==> config.mk <==
export PLATFORM = sky130hd
export DESIGN_NAME = exc_redirect_ctrl_flat
export DESIGN_NICKNAME = d
export VERILOG_FILES = /design/src/rtl/exc_redirect_ctrl_if.sv /design/src/rtl/exc_redirect_ctrl.sv /design/src/flat_wrapper.sv
export SDC_FILE = /design/constraint.sdc
export NUM_CORES = 1
export LEC_CHECK = 0
export CORE_MARGIN = 1
export CORE_UTILIZATION = 40
export CTS_BUF_LIST = sky130_fd_sc_hd__clkbuf_4 sky130_fd_sc_hd__clkbuf_8
export DETAILED_ROUTE_END_ITERATION = 10
export MAX_ROUTING_LAYER = met4
export PLACE_DENSITY = 0.78
export SYNTH_ARGS = -nofsm -noshare
export SYNTH_HDL_FRONTEND = slang
export SYNTH_SLANG_ARGS = --single-unit
==> constraint.sdc <==
create_clock -name clk -period 1.5 [get_ports clk]
set_input_delay 0.225 -clock clk [delete_from_list [all_inputs] [get_ports clk]]
set_output_delay 0.225 -clock clk [all_outputs]
set_load 0.05 [all_outputs]
==> src/rtl/exc_redirect_ctrl_if.sv <==
// exc_redirect_ctrl_if: CP0 flush request, inst-SRAM handshake and redirect outputs around exc_redirect_ctrl.
interface exc_redirect_ctrl_if;
    logic        to_be_flushed;
    logic [31:0] new_pc;
    logic        inst_req;
    logic        inst_addr_ok;
    logic        inst_data_ok;
    logic        flush;
    logic        br_e;
    logic [31:0] br_addr;
    logic        resp_discard;
    logic        busy;
    modport master (
        output to_be_flushed, new_pc, inst_req, inst_addr_ok, inst_data_ok,
        input  flush, br_e, br_addr, resp_discard, busy
    );
    modport slave (
        input  to_be_flushed, new_pc, inst_req, inst_addr_ok, inst_data_ok,
        output flush, br_e, br_addr, resp_discard, busy
    );
endinterface

==> src/rtl/exc_redirect_ctrl.sv <==
// exc_redirect_ctrl: CP0 flush -> flush pulse, held fetch redirect and stale-response discard.
// Define FLUSH_BYPASS_EN for a zero-latency redirect driven straight from to_be_flushed/new_pc.
module exc_redirect_ctrl #(
    parameter int MAX_OUTST = 3
) (
    input logic clk,
    input logic rst,
    exc_redirect_ctrl_if.slave bus
);
    localparam int CW = $clog2(MAX_OUTST + 1);
    typedef enum logic [1:0] {IDLE, REDIRECT, DRAIN} state_t;
    state_t state, state_nxt;
    logic [CW-1:0] outst, outst_nxt, disc, disc_nxt, disc_d;
    logic [31:0] tgt, tgt_d;
    logic acc;
    assign acc       = bus.inst_req & bus.inst_addr_ok;
    assign outst_nxt = outst + CW'(acc) - CW'(bus.inst_data_ok);
    assign disc_nxt  = disc - CW'(bus.inst_data_ok & (disc != '0));
    always_ff @(posedge clk or negedge rst) begin
        if (!rst) begin
            state <= IDLE;
            outst <= '0;
            disc  <= '0;
            tgt   <= '0;
        end else begin
            state <= state_nxt;
            outst <= outst_nxt;
            disc  <= disc_d;
            tgt   <= tgt_d;
        end
    end
    always_comb begin
        state_nxt = state;
        disc_d    = disc;
        tgt_d     = tgt;
        if (state != IDLE) disc_d = disc_nxt;
        if (state == REDIRECT && acc) state_nxt = (disc_nxt != '0) ? DRAIN : IDLE;
        if (state == DRAIN && disc_nxt == '0) state_nxt = IDLE;
        // The newest flush always wins and re-latches target and discard count.
        if (bus.to_be_flushed) begin
            tgt_d = bus.new_pc;
`ifdef FLUSH_BYPASS_EN
            disc_d    = acc ? outst - CW'(bus.inst_data_ok) : outst_nxt;
            state_nxt = acc ? ((disc_d != '0) ? DRAIN : IDLE) : REDIRECT;
`else
            disc_d    = outst_nxt;
            state_nxt = REDIRECT;
`endif
        end
    end
    assign bus.flush        = bus.to_be_flushed;
    assign bus.resp_discard = bus.inst_data_ok & (disc != '0) & (state != IDLE);
    assign bus.busy         = state != IDLE;
`ifdef FLUSH_BYPASS_EN
    assign bus.br_e    = bus.to_be_flushed | (state == REDIRECT);
    assign bus.br_addr = bus.br_e ? (bus.to_be_flushed ? bus.new_pc : tgt) : '0;
`else
    assign bus.br_e    = state == REDIRECT;
    assign bus.br_addr = bus.br_e ? tgt : '0;
`endif
    a_no_overflow: assert property (@(posedge clk) disable iff (!rst)
        !(outst == CW'(MAX_OUTST) && acc && !bus.inst_data_ok));
    a_no_underflow: assert property (@(posedge clk) disable iff (!rst)
        !(outst == '0 && bus.inst_data_ok));
endmodule
==> src/flat_wrapper.sv <==
// flat-port wrapper written by rule: the top's interface ports become plain ports
module exc_redirect_ctrl_flat 
#(
    parameter int MAX_OUTST = 3
)
  (clk, rst, bus_to_be_flushed, bus_new_pc, bus_inst_req, bus_inst_addr_ok, bus_inst_data_ok, bus_flush, bus_br_e, bus_br_addr, bus_resp_discard, bus_busy);
  exc_redirect_ctrl_if bus_i ();
  input logic clk;
  input logic rst;
  input wire logic [$bits(bus_i.to_be_flushed)-1:0] bus_to_be_flushed;
  input wire logic [$bits(bus_i.new_pc)-1:0] bus_new_pc;
  input wire logic [$bits(bus_i.inst_req)-1:0] bus_inst_req;
  input wire logic [$bits(bus_i.inst_addr_ok)-1:0] bus_inst_addr_ok;
  input wire logic [$bits(bus_i.inst_data_ok)-1:0] bus_inst_data_ok;
  output wire logic [$bits(bus_i.flush)-1:0] bus_flush;
  output wire logic [$bits(bus_i.br_e)-1:0] bus_br_e;
  output wire logic [$bits(bus_i.br_addr)-1:0] bus_br_addr;
  output wire logic [$bits(bus_i.resp_discard)-1:0] bus_resp_discard;
  output wire logic [$bits(bus_i.busy)-1:0] bus_busy;
  assign bus_i.to_be_flushed = bus_to_be_flushed;
  assign bus_i.new_pc = bus_new_pc;
  assign bus_i.inst_req = bus_inst_req;
  assign bus_i.inst_addr_ok = bus_inst_addr_ok;
  assign bus_i.inst_data_ok = bus_inst_data_ok;
  assign bus_flush = bus_i.flush;
  assign bus_br_e = bus_i.br_e;
  assign bus_br_addr = bus_i.br_addr;
  assign bus_resp_discard = bus_i.resp_discard;
  assign bus_busy = bus_i.busy;
  exc_redirect_ctrl #(.MAX_OUTST(MAX_OUTST)) u_core (.clk(clk), .rst(rst), .bus(bus_i));
endmodule
==> impl_metrics.tcl <==
set metrics [dict create \
    outcome "finished with violations" \
    violations "setup timing" \
    crit_fanout 16 \
    drtIter0Drc 46 \
    synth.area.mux_share 0.208 \
    timing.final.ws_setup_ns -0.122 \
    timing.rr.start "u_core.outst[0]" \
    vias 1295 \
    synth_cell_types 18 \
    mostFrequentLayoutCells "buf_12 (38), dfrtp_1 (37), clkdlybuf4s50_1 (36)" \
    seq_power_share 0.297 \
    finalCritPeriodShare 1.08 \
    totalWireLength_um 4180 \
    synth_area_per_cell_um2 13.0 \
    die_h_um 68.8 \
    worstMarginPinSlew_ns 0.382 \
    slew-limit-headroom 0.745 \
    maxCapViolCount 0 \
    pre_cts_ws_ns -0.229 \
    dpl.hpwl_um 3090 \
    internal_power_mw 2.75 \
    antenna_cells 0 \
    io_buffers 73 \
    synthToLayoutAreaGrowth_pct 75.1 \
    synthAdderAreaFrac 0.0211 \
    fin_nets 261 \
    clkLatencyLatePin_ns 0.28 \
    detail-route-antenna-nets 0 \
    yosysSeqAreaShare 0.533 \
    cts_buffers 5 \
    rr_endpoint "u_core.disc[1]" \
    synth_top_family_by_area "multiplexers" \
    crit_type "reg2out" \
    cts.path.max_buffers 2 \
    synth-simple-area-share 0.142 \
    synth_compound_area_frac 0.0260 \
    design.core.area_um2 4140 \
    drc 0 \
    pwr-share-clk 0.159 \
    p_comb_frac 0.544 \
    arrival_ns 1.40 \
    grt_max_degree 38 \
    worst_ir_drop_vdd_mv 0.851 \
    grt_usage 0.196 \
    yosysWarnings 0 \
    root_buffer "clkbuf_8" \
    critPathCaptureType "output pin" \
    grt_pass1_vias 1430 \
    layout_commonest_cell "buf_12" \
    ys_seq_elements 38 \
    htree_levels 2 \
    routed_via_density 4.80 \
    synthXorXnorAreaFrac 0.0147 \
    num_rows 23 \
    synth_fp_nets 178 \
    switchingPower_mw 1.53 \
    netlist_area_um2 1780 \
    p_per_area_nw_per_um2 1370 \
    leakagePower_nw 1.39 \
    cp.required_ns 1.27 \
    overflow 0 \
    firstDrtPassIters 3 \
    layout_min_cycle_time_ns 1.62 \
    wl_per_cell_um 15.5 \
    globalplace.congestion 0.737 \
    drive_above_1_share 0.545 \
    drv_slew 0 \
    r2r_slack_ns 0.10 \
    swShare 0.357 \
    die-area_um2 4730 \
    finClkSkew_ns 0.000427 \
    start_util 0.430 \
    max_freq_mhz 617 \
    clkTransAtPathRegs_ns 0.07 \
    die_x_um 68.8 \
    rsz0062_at_grt "yes" \
    io_pins 74 \
    cp-start-kind "register" \
    ff2ff_path_depth 6 \
    antenna_found_initial 0 \
    synth_cells 137 \
    clock_sinks 38 \
    min_path_type "in2async" \
    grt_pass1_wl_um 6380 \
    final_util 0.753 \
    setup_viol 34 \
    hold_violations 0 \
    cts_tree "done" \
]
## repair_timing
item / CTS / global route
hold endpoints to repair: 16 / 0
buffers inserted: 2 / 2
setup endpoints to repair: 34 / 34
resized for setup: 22 / 10
hold buffers: 1 / 0
pin swaps: 3 / 6
## worst max-delay path by stage
stage / startpoint / endpoint / slack [ns] / cells after the start
after floorplan: u_core.state[0] / bus_br_addr[22] / 0.01 / 3
after global placement: bus_inst_data_ok / u_core.disc[1] / -0.16 / 6
after detailed placement: bus_inst_data_ok / u_core.disc[1] / -0.23 / 6
after CTS: u_core.state[1] / bus_br_addr[5] / -0.14 / 4
after global routing: u_core.state[1] / bus_br_addr[6] / -0.17 / 4
final: u_core.state[1] / bus_br_addr[16] / -0.12 / 4
## routing by layer
| metal | GRT usage | vias to the layer above | wire length (um) |
|---|---|---|---|
| met1 | 0.199 | 626 | 1540 |
| met2 | 0.352 | 48 | 2270 |
| li1 | - | 613 | - |
| met5 | - | - | 0 |
| met4 | 0.0740 | 0 | 72 |
| met3 | 0.0609 | 8 | 293 |
## cell usage after synthesis
cell type,number,area share
a21oi_1,1,0.0028
o21a_1,1,0.0042
and2_1,32,0.11
nand2b_1,2,0.0070
buf_4,2,0.0084
o21ai_2,1,0.0049
nand3_1,1,0.0028
nor2b_4,1,0.0077
mux2_2,33,0.21
or2_2,1,0.0035
dfrtp_1,38,0.53
ha_1,3,0.021
buf_6,6,0.038
nand2_1,2,0.0042
o21ai_0,5,0.014
and2_2,1,0.0042
xnor2_1,3,0.015
inv_1,4,0.0084
## registers in the layout, indices dropped and copies added, names as in the netlist
| signal | count |
|---|---|
| u_core.disc | 2 |
| u_core.outst | 2 |
| u_core.state | 2 |
| u_core.tgt | 32 |
## layout make-up
type / count / area (um2)
inverter: 4 / 15.0
timing repair buffer: 84 / 1200
fill: 275 / 1020
tap: 50 / 62.6
sequential: 38 / 952
multi-input combinational: 87 / 808
clock buffer: 7 / 83.8
## worst max-delay path, stage by stage, from the launching register on
cell	delay [ns]
dfrtp_2	0.44
nor2b_4	0.19
buf_12	0.16
and2_1	0.18
buf_12	0.15
## power groups by stage
stage                     logic, mW  clock network [mW]  registers (mW)
after detailed placement       2.17                   0            1.28
after CTS                      2.29               0.711            1.27
after global placement         2.11                   0            1.27
after global routing           2.43               0.743            1.29
final                          2.32               0.679            1.27
after floorplan                1.14                   0            1.25
## stage by stage
stage                     TNS [ns]  instances  power [mW]  hold slack [ns]  cell area (um2)
after global placement      -0.165        258        3.37            0.156             2920
after CTS                    -3.93        268        4.26            0.391             3080
final                        -3.00        270        4.27            0.396             3120
after global routing         -4.49        270        4.46            0.450             3120
after detailed placement    -0.332        258        3.45            0.165             2920
after floorplan                  0        137        2.40          -0.0706             1780
## cell families after synthesis
| kind of cell | Yosys count |
|---|---|
| muxes | 33 |
| adders and majority gates | 3 |
| AOI/OAI and AO/OA | 8 |
| buffers and inverters | 12 |
| and+or+nand+nor | 40 |
| xor gates and xnor gates | 3 |
| DFF | 38 |
Power figures use the tool's default switching activity.
